File: src/rtl/counter_pkg.sv
// Shared constants and parameter-legality helper for the modulo counter family.
package counter_pkg;

  localparam int MODE_WRAP = 0;
  localparam int MODE_SAT  = 1;

  // True when WIDTH/MODULUS describe a usable range: WIDTH >= 1 and 2 <= MODULUS <= 2^WIDTH.
  function automatic bit params_ok(input int width, input longint modulus);
    bit ok_v;
    if (width < 32'sd1) begin
      ok_v = 1'b0;
    end else if (width >= 32'sd62) begin
      ok_v = (modulus >= 64'sd2);
    end else begin
      ok_v = (modulus >= 64'sd2) && (modulus <= (64'sd1 <<< width));
    end
    return ok_v;
  endfunction

  function automatic bit mode_ok(input int mode);
    return (mode == MODE_WRAP) || (mode == MODE_SAT);
  endfunction

endpackage

File: src/rtl/counter_32.sv
// Legacy fixed 5-bit wrapping up-counter with active-high reset, built on counter_mod.
module counter_32
  import counter_pkg::*;
(
  input  logic       clk,
  input  logic       rst,
  input  logic       en,
  output logic [4:0] count,
  output logic       tc,
  output logic       wrap,
  output logic       ovf
);

  logic rst_n_s;

  assign rst_n_s = ~rst;

  counter_mod #(
    .WIDTH   (5),
    .MODULUS (32),
    .SATURATE(MODE_WRAP)
  ) u_core (
    .clk     (clk),
    .rst     (rst_n_s),
    .en      (en),
    .up      (1'b1),
    .clear   (1'b0),
    .load    (1'b0),
    .load_val(5'd0),
    .count   (count),
    .tc      (tc),
    .wrap    (wrap),
    .ovf     (ovf)
  );

endmodule

File: src/rtl/counter_mod_next.sv
// Combinational step logic: enabled next count, terminal count and range-end detection.
module counter_mod_next
  import counter_pkg::*;
#(
  parameter int WIDTH    = 5,
  parameter int MODULUS  = 32,
  parameter int SATURATE = MODE_WRAP
) (
  input  logic [WIDTH-1:0] count_i,
  input  logic             en_i,
  input  logic             up_i,
  input  logic             clear_i,
  input  logic             load_i,
  output logic [WIDTH-1:0] next_o,
  output logic             tc_o,
  output logic             end_o
);

  // One extra bit keeps MODULUS = 2^WIDTH from truncating the end-of-range constant.
  localparam logic [WIDTH:0] MAX_W  = (WIDTH+1)'(MODULUS - 1);
  localparam logic [WIDTH:0] ZERO_W = {(WIDTH+1){1'b0}};
  localparam logic [WIDTH:0] ONE_W  = {{WIDTH{1'b0}}, 1'b1};

  logic [WIDTH:0] cnt_s;
  logic [WIDTH:0] step_s;
  logic           at_max_s;
  logic           at_zero_s;
  logic           end_s;
  logic           unused_top_s;

  // Step one position in the selected direction, wrapping or holding at the range ends.
  always_comb begin
    cnt_s     = {1'b0, count_i};
    at_max_s  = (cnt_s == MAX_W);
    at_zero_s = (cnt_s == ZERO_W);
    step_s    = cnt_s;
    end_s     = 1'b0;
    if (up_i) begin
      end_s = at_max_s;
      if (!at_max_s) begin
        step_s = cnt_s + ONE_W;
      end else if (SATURATE == MODE_SAT) begin
        step_s = MAX_W;
      end else begin
        step_s = ZERO_W;
      end
    end else begin
      end_s = at_zero_s;
      if (!at_zero_s) begin
        step_s = cnt_s - ONE_W;
      end else if (SATURATE == MODE_SAT) begin
        step_s = ZERO_W;
      end else begin
        step_s = MAX_W;
      end
    end
  end

  assign next_o       = step_s[WIDTH-1:0];
  assign unused_top_s = step_s[WIDTH];
  assign end_o        = end_s;
  assign tc_o         = en_i & ~clear_i & ~load_i & end_s;

endmodule

File: src/rtl/counter_mod.sv
// Parametrised modulo up/down counter with clear, load, wrap/saturate mode,
// terminal count, registered wrap pulse and sticky overflow.
module counter_mod
  import counter_pkg::*;
#(
  parameter int WIDTH    = 5,
  parameter int MODULUS  = 32,
  parameter int SATURATE = MODE_WRAP
) (
  input  logic             clk,
  input  logic             rst,
  input  logic             en,
  input  logic             up,
  input  logic             clear,
  input  logic             load,
  input  logic [WIDTH-1:0] load_val,
  output logic [WIDTH-1:0] count,
  output logic             tc,
  output logic             wrap,
  output logic             ovf
);

  if (!params_ok(WIDTH, longint'(MODULUS))) begin : g_bad_range
    $fatal(1, "counter_mod: illegal WIDTH/MODULUS combination");
  end
  if (!mode_ok(SATURATE)) begin : g_bad_mode
    $fatal(1, "counter_mod: SATURATE must be MODE_WRAP or MODE_SAT");
  end

  localparam logic [WIDTH:0]   MOD_W = (WIDTH+1)'(MODULUS);
  localparam logic [WIDTH-1:0] MAX_C = WIDTH'(MODULUS - 1);

  logic [WIDTH-1:0] count_q, count_d;
  logic             wrap_q, wrap_d;
  logic             ovf_q, ovf_d;
  logic [WIDTH-1:0] next_s;
  logic             end_s;
  logic             load_big_s;

  counter_mod_next #(
    .WIDTH   (WIDTH),
    .MODULUS (MODULUS),
    .SATURATE(SATURATE)
  ) u_next (
    .count_i(count_q),
    .en_i   (en),
    .up_i   (up),
    .clear_i(clear),
    .load_i (load),
    .next_o (next_s),
    .tc_o   (tc),
    .end_o  (end_s)
  );

  // Priority mux: clear > load > enabled step > hold.
  always_comb begin
    count_d    = count_q;
    wrap_d     = 1'b0;
    ovf_d      = ovf_q;
    load_big_s = ({1'b0, load_val} >= MOD_W);
    if (clear) begin
      count_d = {WIDTH{1'b0}};
      ovf_d   = 1'b0;
    end else if (load) begin
      if (load_big_s) begin
        count_d = MAX_C;
        ovf_d   = 1'b1;
      end else begin
        count_d = load_val;
        ovf_d   = ovf_q;
      end
    end else if (en) begin
      count_d = next_s;
      wrap_d  = end_s;
      ovf_d   = ovf_q | end_s;
    end else begin
      count_d = count_q;
    end
  end

  // State registers with synchronous active-low reset.
  always_ff @(posedge clk) begin
    if (!rst) begin
      count_q <= {WIDTH{1'b0}};
      wrap_q  <= 1'b0;
      ovf_q   <= 1'b0;
    end else begin
      count_q <= count_d;
      wrap_q  <= wrap_d;
      ovf_q   <= ovf_d;
    end
  end

  assign count = count_q;
  assign wrap  = wrap_q;
  assign ovf   = ovf_q;

endmodule

File: config.mk
export PLATFORM = sky130hd
export DESIGN_NAME = counter_32
export DESIGN_NICKNAME = d
export VERILOG_FILES = /design/src/rtl/counter_pkg.sv /design/src/rtl/counter_32.sv /design/src/rtl/counter_mod_next.sv /design/src/rtl/counter_mod.sv
export SDC_FILE = /design/constraint.sdc
export NUM_CORES = 1
export LEC_CHECK = 0
export ABC_AREA = 1
export ABC_CLOCK_PERIOD_IN_PS = 2100
export BUFFER_PORTS_ARGS = -buffer_cell sky130_fd_sc_hd__buf_2
export CAP_MARGIN = 20
export CORE_AREA = 2 2 39 41
export CTS_BUF_LIST = sky130_fd_sc_hd__clkbuf_16
export DETAILED_ROUTE_END_ITERATION = 8
export DIE_AREA = 0 0 41 43
export MAX_ROUTING_LAYER = met4
export PLACE_DENSITY = 0.49
export SKIP_CTS_REPAIR_TIMING = 1
export SLEW_MARGIN = 40
export SYNTH_ARGS = -nofsm -noshare
export SYNTH_HDL_FRONTEND = slang
export SYNTH_SLANG_ARGS = --single-unit
File: constraint.sdc
create_clock -name clk -period 2.1 [get_ports clk]
set_input_delay 0.105 -clock clk [delete_from_list [all_inputs] [get_ports clk]]
set_output_delay 0.105 -clock clk [all_outputs]
set_load 0.1 [all_outputs]
After elaboration in Yosys (flattened, before gate mapping)
Cells that the tools add are included.
- bits of input ports: 3
- output and inout bits: 8
- bits in registers: 7
- logic and storage cells: 10
- eq/ne operators: 1
- mux-type cells: 1
- reduce and logical (&&, ||, !) cells: 1
- $add $sub $neg: 1
- bitwise operators: 3
- operators with widths (kind ; count):
    adder 5 x 1 -> 5 bit, second input constant ; 1
    equality test 5 bit, second input constant ; 1
    two-way mux 5 bit ; 1
    OR reduction 2 bit ; 1
    bitwise AND 1 bit ; 1
    inverter 1 bit ; 1
    OR 1 bit ; 1

Longest topological paths before layout
- depth after elaboration: 2
- gate-level depth with buffers: 6

Modules after synthesis
From an unflattened synthesis, not the netlist that was laid out.
- cell total of the unflattened synthesis: 94
- area total of the unflattened synthesis: 601.8 um^2
- modules (own cells, without submodules) (module ; cells an instance ; instances ; area each (um^2) ; sequential area each (um^2)):
    counter_mod ; 48 ; 1 ; 339.1 ; 140.1
    counter_mod_next ; 43 ; 1 ; 251.5 ; 0.0
    counter_32 ; 3 ; 1 ; 11.3 ; 0.0

Worst setup path after synthesis
No wires, ideal clock.
- path type: reg-to-output
- start: reg u_core.count_q[0], in the netlist u_core.count[0]
- end: out tc
- data arrival time: 2273 ps
- stages on the path, launching flop included: 6
- path buffers: 0
- path slack: -278 ps
- required time: 1995 ps
- path through: dfxtp_1 ha_1 and3_1 ha_1 nand2_1 inv_1
- word-level cells in the longest chain between the ends: 2
- ends and longest elaborated chain (element ; RTL line ; RTL):
    from (decl) ; counter_mod.sv:33 ; logic [WIDTH-1:0] count_q, count_d;
    from (signal assigned) ; counter_mod.sv:84 ; count_q <= {WIDTH{1'b0}};
    from (signal assigned) ; counter_mod.sv:88 ; count_q <= count_d;
    equality test 5 bit ; counter_mod_next.sv:34 ; at_max_s = (cnt_s == MAX_W);
    bitwise AND 1 bit ; counter_mod_next.sv:62 ; assign tc_o = en_i & ~clear_i & ~load_i & end_s;
    to (decl) ; counter_32.sv:9 ; output logic tc,
No other way between the ends.

Final worst setup path
Same ends and word-level chain as after synthesis.

==> qor.yml <==
route:
  drt-pass1-iter-count: 4
  wirelength_microns: 590
  vias: 274
  wire_per_inst_microns: 8.55
  route.detailed.drc: 0
  first_iter_violations: 5
  viasPerCell: 3.97
  antenna_left: 0
power_and_ir_drop:
  internal_power_mw: 0.399
  power.density_mw_per_mm2: 1100
  ir_drop_uv: 323
  p_sw_mw: 0.123
  swShare_pct: 23.6
  power_frac_seq_pct: 27.8
  leakage_nw: 0.258
  p_clk_share_pct: 60.5
  power_mw: 0.522
  p_comb_share_pct: 11.7
worst_setup_path:
  worstPathMaxFanout: 4
  r2r-end: "u_core.count[0]"
  crit_required_ps: 2000
  arrival_ps: 1630
  rrSetupSlack_ps: 780
  critPathKind: "reg -> out"
  r2r_cells: 6
  r2r_start: "u_core.count[0]"
  start_kind: "flip-flop"
  critPathCaptureType: "output port"
min_path:
  holdPathEnd: "u_core.wrap"
  whs_path_depth: 2
  min_path_type: "in -> reg"
  hp-start: "rst"
clock_tree:
  cts.sinks: 7
  cts_tree: "yes"
  numCtsBuffers: 3
  clk_latency_ps: 230
  clk_pin_slew_ps: 40
  h-tree-depth: 1
  clock_path_buffers: 2
  ctsRootBufferMaster: "clkbuf_16"
logic_synthesis:
  ys_seq_elements: 7
  synth-warning-count: 0
  synth.net_count: 46
  syn_area_sq_um: 334
  synth.distinct_cells: 13
  syn_inst: 40
  synth_area_per_cell_sq_um: 8.35
  yosysSeqAreaShare_pct: 41.9
finish:
  antenna_cells: 0
  regArea_sq_um: 145
  mostFrequentLayoutCell: "buf_2"
  syn2layout_area_growth_pct: 42.7
  layout_common_cells: "buf_2, nor2_1, nand2_1, inv_1, dfxtp_2"
  multiInputGateArea_sq_um: 168
  drive_gt1_share_pct: 37.7
  fin_nets: 60
  fillers: 159
timing:
  relSlewSlack_pct: 68.0
  fin_crit_sh_pct: 82.6
  tns_ps: 0
  hold_viol_final: 0
  worst_pin_slew_ps: 484
  rsz0062_at_grt: "false"
  setup_viol: 0
  fmaxAchievable_mhz: 577
  slew_viol_final: 0
  fin_worst_skew_ps: 1.97
  period_needed_ps: 1730
floorplanning:
  start_util_pct: 24.1
  dieArea_sq_mm: 0.00176
  die_h_microns: 43
  rows: 14
  io_pins: 11
  die_w_microns: 41
  core_region_area_sq_mm: 0.00138
global_route:
  grt_max_degree: 10
  grt_overflow: 0
  grt_pass1_wl_microns: 848
  grt_pass1_vias: 220
  grt_use_total_pct: 8.22
  antenna_found_initial: 0
status:
  outcome: "completed"
placed_design:
  port_buffers: 10
  hpwl_microns: 467
  gp_congestion: 0.662
flow_run:
  cap_violations: 0
==> critical path: stages, from the launching register on <==
cell,delay (ps)
dfxtp_2,360
ha_1,180
and3_1,190
ha_1,150
nand2_1,60
inv_1,50
buf_2,410
==> state kept, by name, indices dropped and copies added (netlist names) <==
signal and count:
u_core.count 5, u_core.ovf 1, u_core.wrap 1
==> final cells by class <==
| class | instances | share of cell area, % |
|---|---|---|
| inverter | 4 | 3.15 |
| sequential | 7 | 30.4 |
| tap | 16 | 4.20 |
| clock inverter | 1 | 0.787 |
| clock buffer | 3 | 15.7 |
| multi-input combinational | 28 | 35.2 |
| timing repair buffer | 10 | 10.5 |
==> routing by layer <==
layer  vias to the layer above  share of wire (%)  global-route usage (%)
met4                         0                2.4                    10.0
met2                         8                 41                    8.44
met3                         2                6.1                    4.71
li1                        152                  -                       -
met1                       112                 50                    9.29
met5                         -                  0                       -
==> per-stage QoR <==
stage          setup slack [ps]  utilization (%)  hold WS, ps  area (sq um)  instances
5_1_grt                     268             34.4         80.5           477         69
3_5_place_dp                602             28.8          319           398         65
6_report                    366             34.4         80.6           477         69
4_1_cts                     348             34.4         77.6           477         69
2_1_floorplan              96.2                -          174           339         40
3_3_place_gp                629             28.8          314           398         65
==> worst max-delay path by stage <==
stage / start / slack [ps] / depth (start not counted) / end
global route: u_core.count[0] / 270 / 6 / tc
global placement: u_core.count[0] / 630 / 6 / tc
finish: u_core.count[0] / 370 / 6 / tc
floorplan: u_core.count[0] / 100 / 5 / tc
CTS: u_core.count[0] / 350 / 6 / tc
detailed placement: u_core.count[0] / 600 / 6 / tc
==> power groups by stage <==
stage | clock, mW | combinational, mW | sequential (mW)
global placement | 0 | 0.0620 | 0.147
detailed placement | 0 | 0.0615 | 0.147
CTS | 0.322 | 0.0619 | 0.145
finish | 0.316 | 0.0612 | 0.145
floorplan | 0 | 0.0177 | 0.183
global route | 0.330 | 0.0652 | 0.146
==> cell usage after synthesis (all sizes together) <==
master / count / area share [%]
a21oi: 2 / 3.0
and3: 1 / 1.9
buf: 1 / 3.4
dfxtp: 7 / 42
ha: 3 / 11
inv: 4 / 4.5
nand2: 8 / 11
nor2: 10 / 13
nor3b: 1 / 3.7
o21ai: 2 / 3.0
xor2: 1 / 2.6
==> logic make-up (layout without fill, tap and decap cells) <==
family                     count (synthesis)  count (layout)  synth area share [%]
and+or+nand+nor                           20              20                  30.3
DFF                                        7               7                  41.9
buffers and inverters                      5              18                  7.86
AOI/OAI and AO/OA                          4               4                  5.99
adders and majority gates                  3               3                  11.2
xor gates and xnor gates                   1               1                  2.62
No activity file was read; power rests on OpenSTA's default activity.
